`src/rtl/bcd_pkg.sv`:
```
// Shared definitions for the packed-BCD serial adder: digit width, state
// encoding and a digit-extraction helper.
package bcd_pkg;

    localparam int DIGIT_W = 4;
    localparam logic [DIGIT_W-1:0] BCD_MAX = 4'd9;

    // 2'd3 is unused and steered back to ST_IDLE by the sequencer.
    typedef enum logic [1:0] {
        ST_IDLE = 2'd0,
        ST_ADD  = 2'd1,
        ST_DONE = 2'd2
    } state_t;

    // Callers zero-extend their operand to 32 bits (eight digits at most).
    function automatic logic [DIGIT_W-1:0] get_digit(input logic [31:0] vec,
                                                     input logic [2:0]  i);
        return vec[{i, 2'b00} +: DIGIT_W];
    endfunction

endpackage

```
`src/rtl/Single_Digit_Decimal_Adder.sv`:
```
// One-digit decimal adder: a + b + cin with the result corrected back into 0..9
// and a decimal carry out.
module Single_Digit_Decimal_Adder (
    input  logic [3:0] a,
    input  logic [3:0] b,
    input  logic       cin,
    output logic [3:0] s,
    output logic       cout
);

    logic [4:0] bin_sum;

    assign bin_sum = {1'b0, a} + {1'b0, b} + {4'b0000, cin};
    assign cout    = (bin_sum > 5'd9);
    // Adding 6 skips the six unused codes so the low nibble wraps to 0..9.
    assign s       = cout ? 4'(bin_sum + 5'd6) : bin_sum[3:0];

endmodule

```
`src/rtl/bcd_serial_adder_ctrl.sv`:
```
// Digit-serial packed-BCD adder: one decimal digit per clock through a single
// shared digit adder. Define BCD_SERIAL_INPUT_CHECK_EN to add the err output.
module bcd_serial_adder_ctrl
    import bcd_pkg::*;
#(
    parameter int NUM_DIGITS = 4
) (
    input  logic                    clk,
    input  logic                    rst,
    input  logic                    start,
    input  logic [4*NUM_DIGITS-1:0] a_bcd,
    input  logic [4*NUM_DIGITS-1:0] b_bcd,
    input  logic                    cin,
    output logic                    busy,
    output logic                    done,
    output logic [4*NUM_DIGITS-1:0] sum_bcd,
    output logic                    cout
`ifdef BCD_SERIAL_INPUT_CHECK_EN
    ,
    output logic                    err
`endif
);

    localparam int IDX_W = (NUM_DIGITS > 1) ? $clog2(NUM_DIGITS) : 1;
    localparam logic [IDX_W-1:0] LAST_IDX = IDX_W'(NUM_DIGITS - 1);

    state_t                  state_reg, state_next;
    logic [IDX_W-1:0]        idx_reg, idx_next;
    logic                    carry_reg;
    logic [4*NUM_DIGITS-1:0] a_reg, b_reg;
    logic                    cout_reg;
    logic                    busy_reg;
    logic                    done_reg;
    logic                    accept;
    logic                    add_en;

    logic [DIGIT_W-1:0]      adder_a, adder_b, adder_s;
    logic                    adder_cout;

    assign add_en  = (state_reg == ST_ADD);
    assign adder_a = get_digit(32'(a_reg), 3'(idx_reg));
    assign adder_b = get_digit(32'(b_reg), 3'(idx_reg));

    Single_Digit_Decimal_Adder u_digit_adder (
        .a    (adder_a),
        .b    (adder_b),
        .cin  (carry_reg),
        .s    (adder_s),
        .cout (adder_cout)
    );

    always_comb begin
        state_next = state_reg;
        idx_next   = idx_reg;
        accept     = 1'b0;
        case (state_reg)
            ST_IDLE: begin
                if (start) begin
                    accept     = 1'b1;
                    state_next = ST_ADD;
                    idx_next   = '0;
                end
            end
            ST_ADD: begin
                if (idx_reg == LAST_IDX) begin
                    state_next = ST_DONE;
                end else begin
                    idx_next = idx_reg + 1'b1;
                end
            end
            ST_DONE: state_next = ST_IDLE;
            default: state_next = ST_IDLE;
        endcase
    end

    always_ff @(posedge clk or posedge rst) begin
        if (rst) begin
            state_reg <= ST_IDLE;
            idx_reg   <= '0;
            carry_reg <= 1'b0;
            a_reg     <= '0;
            b_reg     <= '0;
            cout_reg  <= 1'b0;
            busy_reg  <= 1'b0;
            done_reg  <= 1'b0;
        end else begin
            state_reg <= state_next;
            idx_reg   <= idx_next;
            // busy/done are decoded from the next state so they line up with it.
            busy_reg  <= (state_next == ST_ADD);
            done_reg  <= (state_next == ST_DONE);
            if (accept) begin
                a_reg     <= a_bcd;
                b_reg     <= b_bcd;
                carry_reg <= cin;
                cout_reg  <= 1'b0;
            end else if (add_en) begin
                carry_reg <= adder_cout;
                if (idx_reg == LAST_IDX) begin
                    cout_reg <= adder_cout;
                end
            end
        end
    end

    // Each result digit owns its register and loads only on its own index.
    for (genvar gi = 0; gi < NUM_DIGITS; gi++) begin : g_sum_digit
        logic [DIGIT_W-1:0] digit_reg;

        always_ff @(posedge clk or posedge rst) begin
            if (rst) begin
                digit_reg <= '0;
            end else if (accept) begin
                digit_reg <= '0;
            end else if (add_en && (idx_reg == IDX_W'(gi))) begin
                digit_reg <= adder_s;
            end
        end

        assign sum_bcd[gi*DIGIT_W +: DIGIT_W] = digit_reg;
    end

    assign busy = busy_reg;
    assign done = done_reg;
    assign cout = cout_reg;

`ifdef BCD_SERIAL_INPUT_CHECK_EN
    logic [NUM_DIGITS-1:0] bad_digit;
    logic                  err_reg;

    for (genvar gi = 0; gi < NUM_DIGITS; gi++) begin : g_digit_check
        assign bad_digit[gi] = (a_bcd[gi*DIGIT_W +: DIGIT_W] > BCD_MAX) ||
                               (b_bcd[gi*DIGIT_W +: DIGIT_W] > BCD_MAX);
    end

    always_ff @(posedge clk or posedge rst) begin
        if (rst) begin
            err_reg <= 1'b0;
        end else if (accept) begin
            err_reg <= |bad_digit;
        end
    end

    assign err = err_reg;
`endif

endmodule

```
`config.mk`:
```
export PLATFORM = sky130hd
export DESIGN_NAME = bcd_serial_adder_ctrl
export DESIGN_NICKNAME = d
export VERILOG_FILES = /design/src/rtl/bcd_pkg.sv /design/src/rtl/Single_Digit_Decimal_Adder.sv /design/src/rtl/bcd_serial_adder_ctrl.sv
export SDC_FILE = /design/constraint.sdc
export NUM_CORES = 1
export LEC_CHECK = 0
export BUFFER_PORTS_ARGS = -buffer_cell sky130_fd_sc_hd__buf_2
export CORE_ASPECT_RATIO = 0.7
export CORE_UTILIZATION = 50
export CTS_CLUSTER_SIZE = 14
export DETAILED_ROUTE_END_ITERATION = 16
export PLACE_DENSITY = 0.71
export SLEW_MARGIN = 20
export SYNTH_ARGS = -nofsm -noshare
export SYNTH_HDL_FRONTEND = slang
export SYNTH_SLANG_ARGS = --single-unit
```
`constraint.sdc`:
```
create_clock -name clk -period 7.4 [get_ports clk]
set_input_delay 0 -clock clk [delete_from_list [all_inputs] [get_ports clk]]
set_output_delay 0 -clock clk [all_outputs]
set_load 0.01 [all_outputs]
```
# After elaboration in Yosys (flattened, before gate mapping)
# Index checks and enable logic that the tools add are counted.
# Widths: inputs -> output; s select.
# classes
bitwise	0
n_eq_ne	8
muxes	22
div_mod_pow	0
mul	0
order_cmp	1
n_shift	2
n_reduce_logical	15
add_sub_neg	4
# op_table
op	n
$shiftx 32x5->4	2
$mux 4	9
$reduce_bool 2->1	7
$mux 2	4
$pmux 2 s2	2
$mux 1	7
$eq 2x1->1 const B	3
$eq 2x2->1 const B	3
$add 4x4->5	1
$add 5x1->5	1
$gt 5x4->1 const B	1
$add 4x3->4 const B	1
$logic_and 1x1->1	4
$logic_not 2->1	2
$ne 2x2->1 const B	2
$reduce_and 3->1	1
$add 2x1->2 const B	1
$reduce_and 2->1	1
# totals
latch_bits	0
mem_bits_rw	0
output_inout_bits	19
rom_bits	0
mem_count	0
inputBits	36
word_cells	64
ff_bits	56

# Longest topological paths before layout
# logic_depth
ltp_word	7
depth_mapped	10
ltp_nobuf	9

# By module
# A second synthesis with hierarchy kept.
# unflattened
cells_unflattened	199
area_unflattened_um2	2820.2
# by_module_without_submodules
module	seq_area_each_um2	area_per_inst_um2	instances	cells_per_inst
bcd_serial_adder_ctrl	1401.3	2608.8	1	177
Single_Digit_Decimal_Adder	0.0	211.5	1	22

# Worst setup path after synthesis
# OpenSTA, ideal clock, no wires.
# synth_path
path_kind	reg2reg
start	register idx_reg[0]
end	register g_sum_digit[2].digit_reg[2]
required_time_ps	7317
path_slack_ps	3817
t_arrival_ps	3500
setup_time_ps	83
period_less_slack_ps	3583
path_buffers	1
path_stages_with_launch	11
path_cell_list	dfrtp_1 buf_2 mux4_2 fa_1 fa_1 xnor2_1 ha_1 and2b_1 o41ai_4 mux2_2 o21ai_0
# synth_between
elab_chain_cells	7
word_cells_on_any_way	12
cone_classes	3 x add/sub; 1 x order compare; 1 x eq/ne; 2 x shift; 3 x mux; 2 x reduce/logical
# synth_lines
element	line_no	rtl
from (decl)	bcd_serial_adder_ctrl.sv:28	logic [IDX_W-1:0] idx_reg, idx_next;
from (signal assigned)	bcd_serial_adder_ctrl.sv:88	idx_reg <= idx_next;
$shiftx 32x5->4	bcd_pkg.sv:18	return vec[{i, 2'b00} +: DIGIT_W];
$add 4x4->5	Single_Digit_Decimal_Adder.sv:13	assign bin_sum = {1'b0, a} + {1'b0, b} + {4'b0000, cin};
$add 5x1->5	Single_Digit_Decimal_Adder.sv:13	
$add 4x3->4 / $gt 5x4->1 (equally long branches)	Single_Digit_Decimal_Adder.sv:16, Single_Digit_Decimal_Adder.sv:14	
$mux 4	Single_Digit_Decimal_Adder.sv:16	assign s = cout ? 4'(bin_sum + 5'd6) : bin_sum[3:0];
$mux 4	bcd_serial_adder_ctrl.sv:115	end else if (add_en && (idx_reg == IDX_W'(gi))) begin
$mux 4	bcd_serial_adder_ctrl.sv:113	end else if (accept) begin
to (signal assigned)	bcd_serial_adder_ctrl.sv:116	digit_reg <= adder_s;
to (decl)	bcd_serial_adder_ctrl.sv:108	logic [DIGIT_W-1:0] digit_reg;
# Parallel ways exist; a longest one is shown, timed or not. The select of a mux whose other input is x is not followed.
# A chain may end at the register's enable or synchronous reset.

# Final worst setup path
# layout_path
start	register idx_reg[0]
end	register g_sum_digit[0].digit_reg[2]
# layout_between
elab_chain_cells	7
word_cells_on_any_way	12
cone_classes	3 x add/sub; 1 x order compare; 2 x shift; 3 x mux; 3 x reduce/logical
# layout_lines
element	line_no
$shiftx 32x5->4	bcd_pkg.sv:18
$add 4x4->5	Single_Digit_Decimal_Adder.sv:13
$add 5x1->5	Single_Digit_Decimal_Adder.sv:13
$add 4x3->4 / $gt 5x4->1 (equally long branches)	Single_Digit_Decimal_Adder.sv:16, Single_Digit_Decimal_Adder.sv:14
$mux 4	Single_Digit_Decimal_Adder.sv:16
$mux 4	bcd_serial_adder_ctrl.sv:115
$mux 4	bcd_serial_adder_ctrl.sv:113
to (signal assigned)	bcd_serial_adder_ctrl.sv:116
to (decl)	bcd_serial_adder_ctrl.sv:108
# Parallel ways exist; a longest one is shown, timed or not. The select of a mux whose other input is x is not followed.

==> qor.yml <==
grt:
  grt_pass1_wl_mm: 9.56
  number_of_antenna_violations_at_the_first_check_in_global_routing: 0
  grt_usage: 0.227
  overflow: 0
  grt_start_max_net_pins: 57
  grt_pass1_vias: 1954
routing:
  wl_met1_mm: 2.70
  drt_first_iter_violations: 107
  drtAntennaViolNets: 0
  routed-wl-met3_um: 236
  highest-signal-layer: "met4"
  drc_errors: 0
  dr_total_vias: 1911
  drt_pass1_iterations: 4
  wl_per_cell_um: 15.7
  routed_via_density: 5.37
  wirelength_mm: 5.60
  met2_wirelength_mm: 2.51
yosys:
  netlist_instances: 200
  ys_async_sr_fraction: 1.00
  postSynthRegisterBits: 56
  synthDistinctLibCells: 32
  synth-warning-count: 0
  synthesis.area_per_instance_um2: 13.3
  post_synth_design_cell_area_um2: 2670
  primary_ff_master_synth: "dfrtp_1"
  portion_of_the_post_synthesis_area_used_by_sequential_elements: 0.525
  synth_fp_nets: 246
  synth_edf_count: 0
sta:
  minimum_clock_period_ns: 4.01
  worst_clock_skew_ns: 0.0138
  timing_max_transition_violations_final: 0
  finalSetupViolCount: 0
  worst_rel_slew_slack: 0.536
  setup_repair_after_global_routing_missed_its_margin: "false"
  tns_ns: 0
  hold_violation_count_in_the_final_report: 0
  transition_time_at_the_pin_with_the_least_slew_margin_ns: 0.696
  period_share: 0.542
  max_clock_freq_mhz: 249
placed_design:
  post-place-cells: 316
  dp.final_hpwl_mm: 3.62
  numPortBuffers: 54
  gp_congestion: 0.722
run:
  max_cap_violations: 0
layout:
  filler_cells_inserted: 391
  n_antenna_cell: 0
  post_layout_nonfiller_instances: 356
  drive_above_1_share: 0.394
  nets: 333
  multi_input_area_um2: 1180
  area_growth_syn_to_layout_pct: 29.4
  storage_element_area_um2: 1400
critical_path:
  path_max_fanout: 12
  slowest_delay_ns: 0.74
  critical_path.n_buffers_inverters: 0
  crit_slowest_cell: "dfrtp_1"
  critPathTopFamily: "adder cells"
  crit_type: "register to register"
  critical_path.cell_chain: "mux4_2 > fa_1 > fa_1 > xnor2_1 > ha_1 > and2b_1 > o41ai_4 > mux2_2 > o21ai_0"
  critPathArrivalTime_ns: 4.25
  path_common_cell: "fa_1"
  worst_ep_required_time_ns: 7.64
  setup.worst_path.end_class: "register"
  startpoint_type: "register"
clock_network:
  register_clock_pin_slew_on_the_reported_worst_setup_and_hold_paths_ns: 0.10
  cts_inserted_buffers: 5
  clock_latency_on_the_worst_skew_pair_ns: 0.31
  post_cts.resized_instances: 0
  cts_htree_levels: 2
  numClockSinks: 56
  postCtsSetupBuffers: 0
  root_buffer_master: "clkbuf_8"
  cts_tree: "yes"
  clockBufferDepth: 2
floorplan:
  initial_utilization: 0.540
  die_w_um: 89.3
  core_region_area_um2: 4940
  io_pins: 55
  design.die.area_um2: 5640
  dieHeight_um: 63.1
  fp-row-count: 21
run_status:
  run_status: "completed"
worst_hold_path:
  hold_path.class: "primary input to register"
cells in the mapped netlist, drive strengths merged (4+ instances only):
cell   number  area share
a21oi       6       0.011
a22o        7       0.023
and2b       4       0.011
buf         6       0.014
dfrtp      56        0.53
ha          8       0.038
inv        10       0.014
mux2       34        0.14
mux4        8       0.068
nand2       9       0.013
nor2b       4      0.0094
o21ai      24       0.045
tightest hold or removal path, cell delays in order:
cell and delay, ns:
buf_2 0.09, nor4bb_1 0.14, a221o_2 0.30
cell usage in the layout, fill, tap and decap left out, types with 2 or more instances in the layout:
master         netlist  routed
o21ai_0             24      24
bufinv_16            0       2
dlygate4sd3_1        0      33
xnor2_1              2       2
inv_1               10       9
nand2_1              9       9
clkbuf_8             0       5
buf_4                0       2
o22ai_1              2       2
mux2_2              34      34
mux4_2               8       8
nor2b_1              4       4
and2b_1              4       4
a22o_1               6       6
nor2_1               2       2
fa_1                 2       2
buf_2                5      54
a21oi_1              6       6
ha_1                 8       8
nand3b_1             2       2
dfrtp_1             56      56
routing by layer:
metal	global-route usage	up-vias
met5	0	-
met4	0.0813	0
met3	0.0459	15
met2	0.333	58
met1	0.335	942
li1	-	896
what timing repair did:
item                       CTS  global route
setup endpoints to repair    0             0
hold buffers                33             0
hold endpoints to repair    88             0
logic make-up (layout without fill, tap and decap cells):
kind of cell	count (synthesis)	after routing	share of synthesized area
and+or+nand+nor	27	27	0.0610
buffers and inverters	19	106	0.0352
xor gates and xnor gates	2	2	0.00657
adders and majority gates	10	10	0.0525
muxes	42	42	0.211
AOI/OAI and AO/OA	44	44	0.108
DFF	56	56	0.525
metrics by stage:
step | setup slack, ns | hold WS, ns | area (um2) | util
after floorplan | 3.82 | 0.152 | 2670 | -
after global placement | 3.51 | 0.231 | 2990 | 0.605
after detailed placement | 3.39 | 0.235 | 2990 | 0.605
after CTS | 3.34 | 0.259 | 3450 | 0.698
after global routing | 3.22 | 0.242 | 3450 | 0.699
final | 3.39 | 0.260 | 3450 | 0.699
final cells by class:
type | count | area share
Clock buffer | 5 | 0.0199
Sequential cell | 56 | 0.406
Tap cell | 69 | 0.0250
Multi-Input combinational cell | 125 | 0.343
Inverter | 10 | 0.0109
Clock inverter | 2 | 0.0174
Timing Repair Buffer | 89 | 0.178
path summary, 6_finish.rpt:
kind,depth (start not counted),startpoint,slack [ns],end
setup / recovery,9,idx_reg[0]$_DFFE_PP0P_,3.39,g_sum_digit[0].digit_reg[2]$_DFFE_PP0P_
max in group asynchronous,4,rst,6.51,b_reg[2]$_DFFE_PP0P_
hold reg to reg,2,g_sum_digit[3].digit_reg[3]$_DFFE_PP0P_,0.48,g_sum_digit[3].digit_reg[3]$_DFFE_PP0P_
setup reg to reg,9,idx_reg[0]$_DFFE_PP0P_,3.39,g_sum_digit[0].digit_reg[2]$_DFFE_PP0P_
hold / removal,3,cin,0.26,carry_reg$_DFFE_PP0P_
min in group asynchronous,4,rst,0.41,g_sum_digit[3].digit_reg[1]$_DFFE_PP0P_
Power is left out: the tool's default activity adds up to more than one toggle a clock period on the data nets, which glitch-free logic cannot reach.
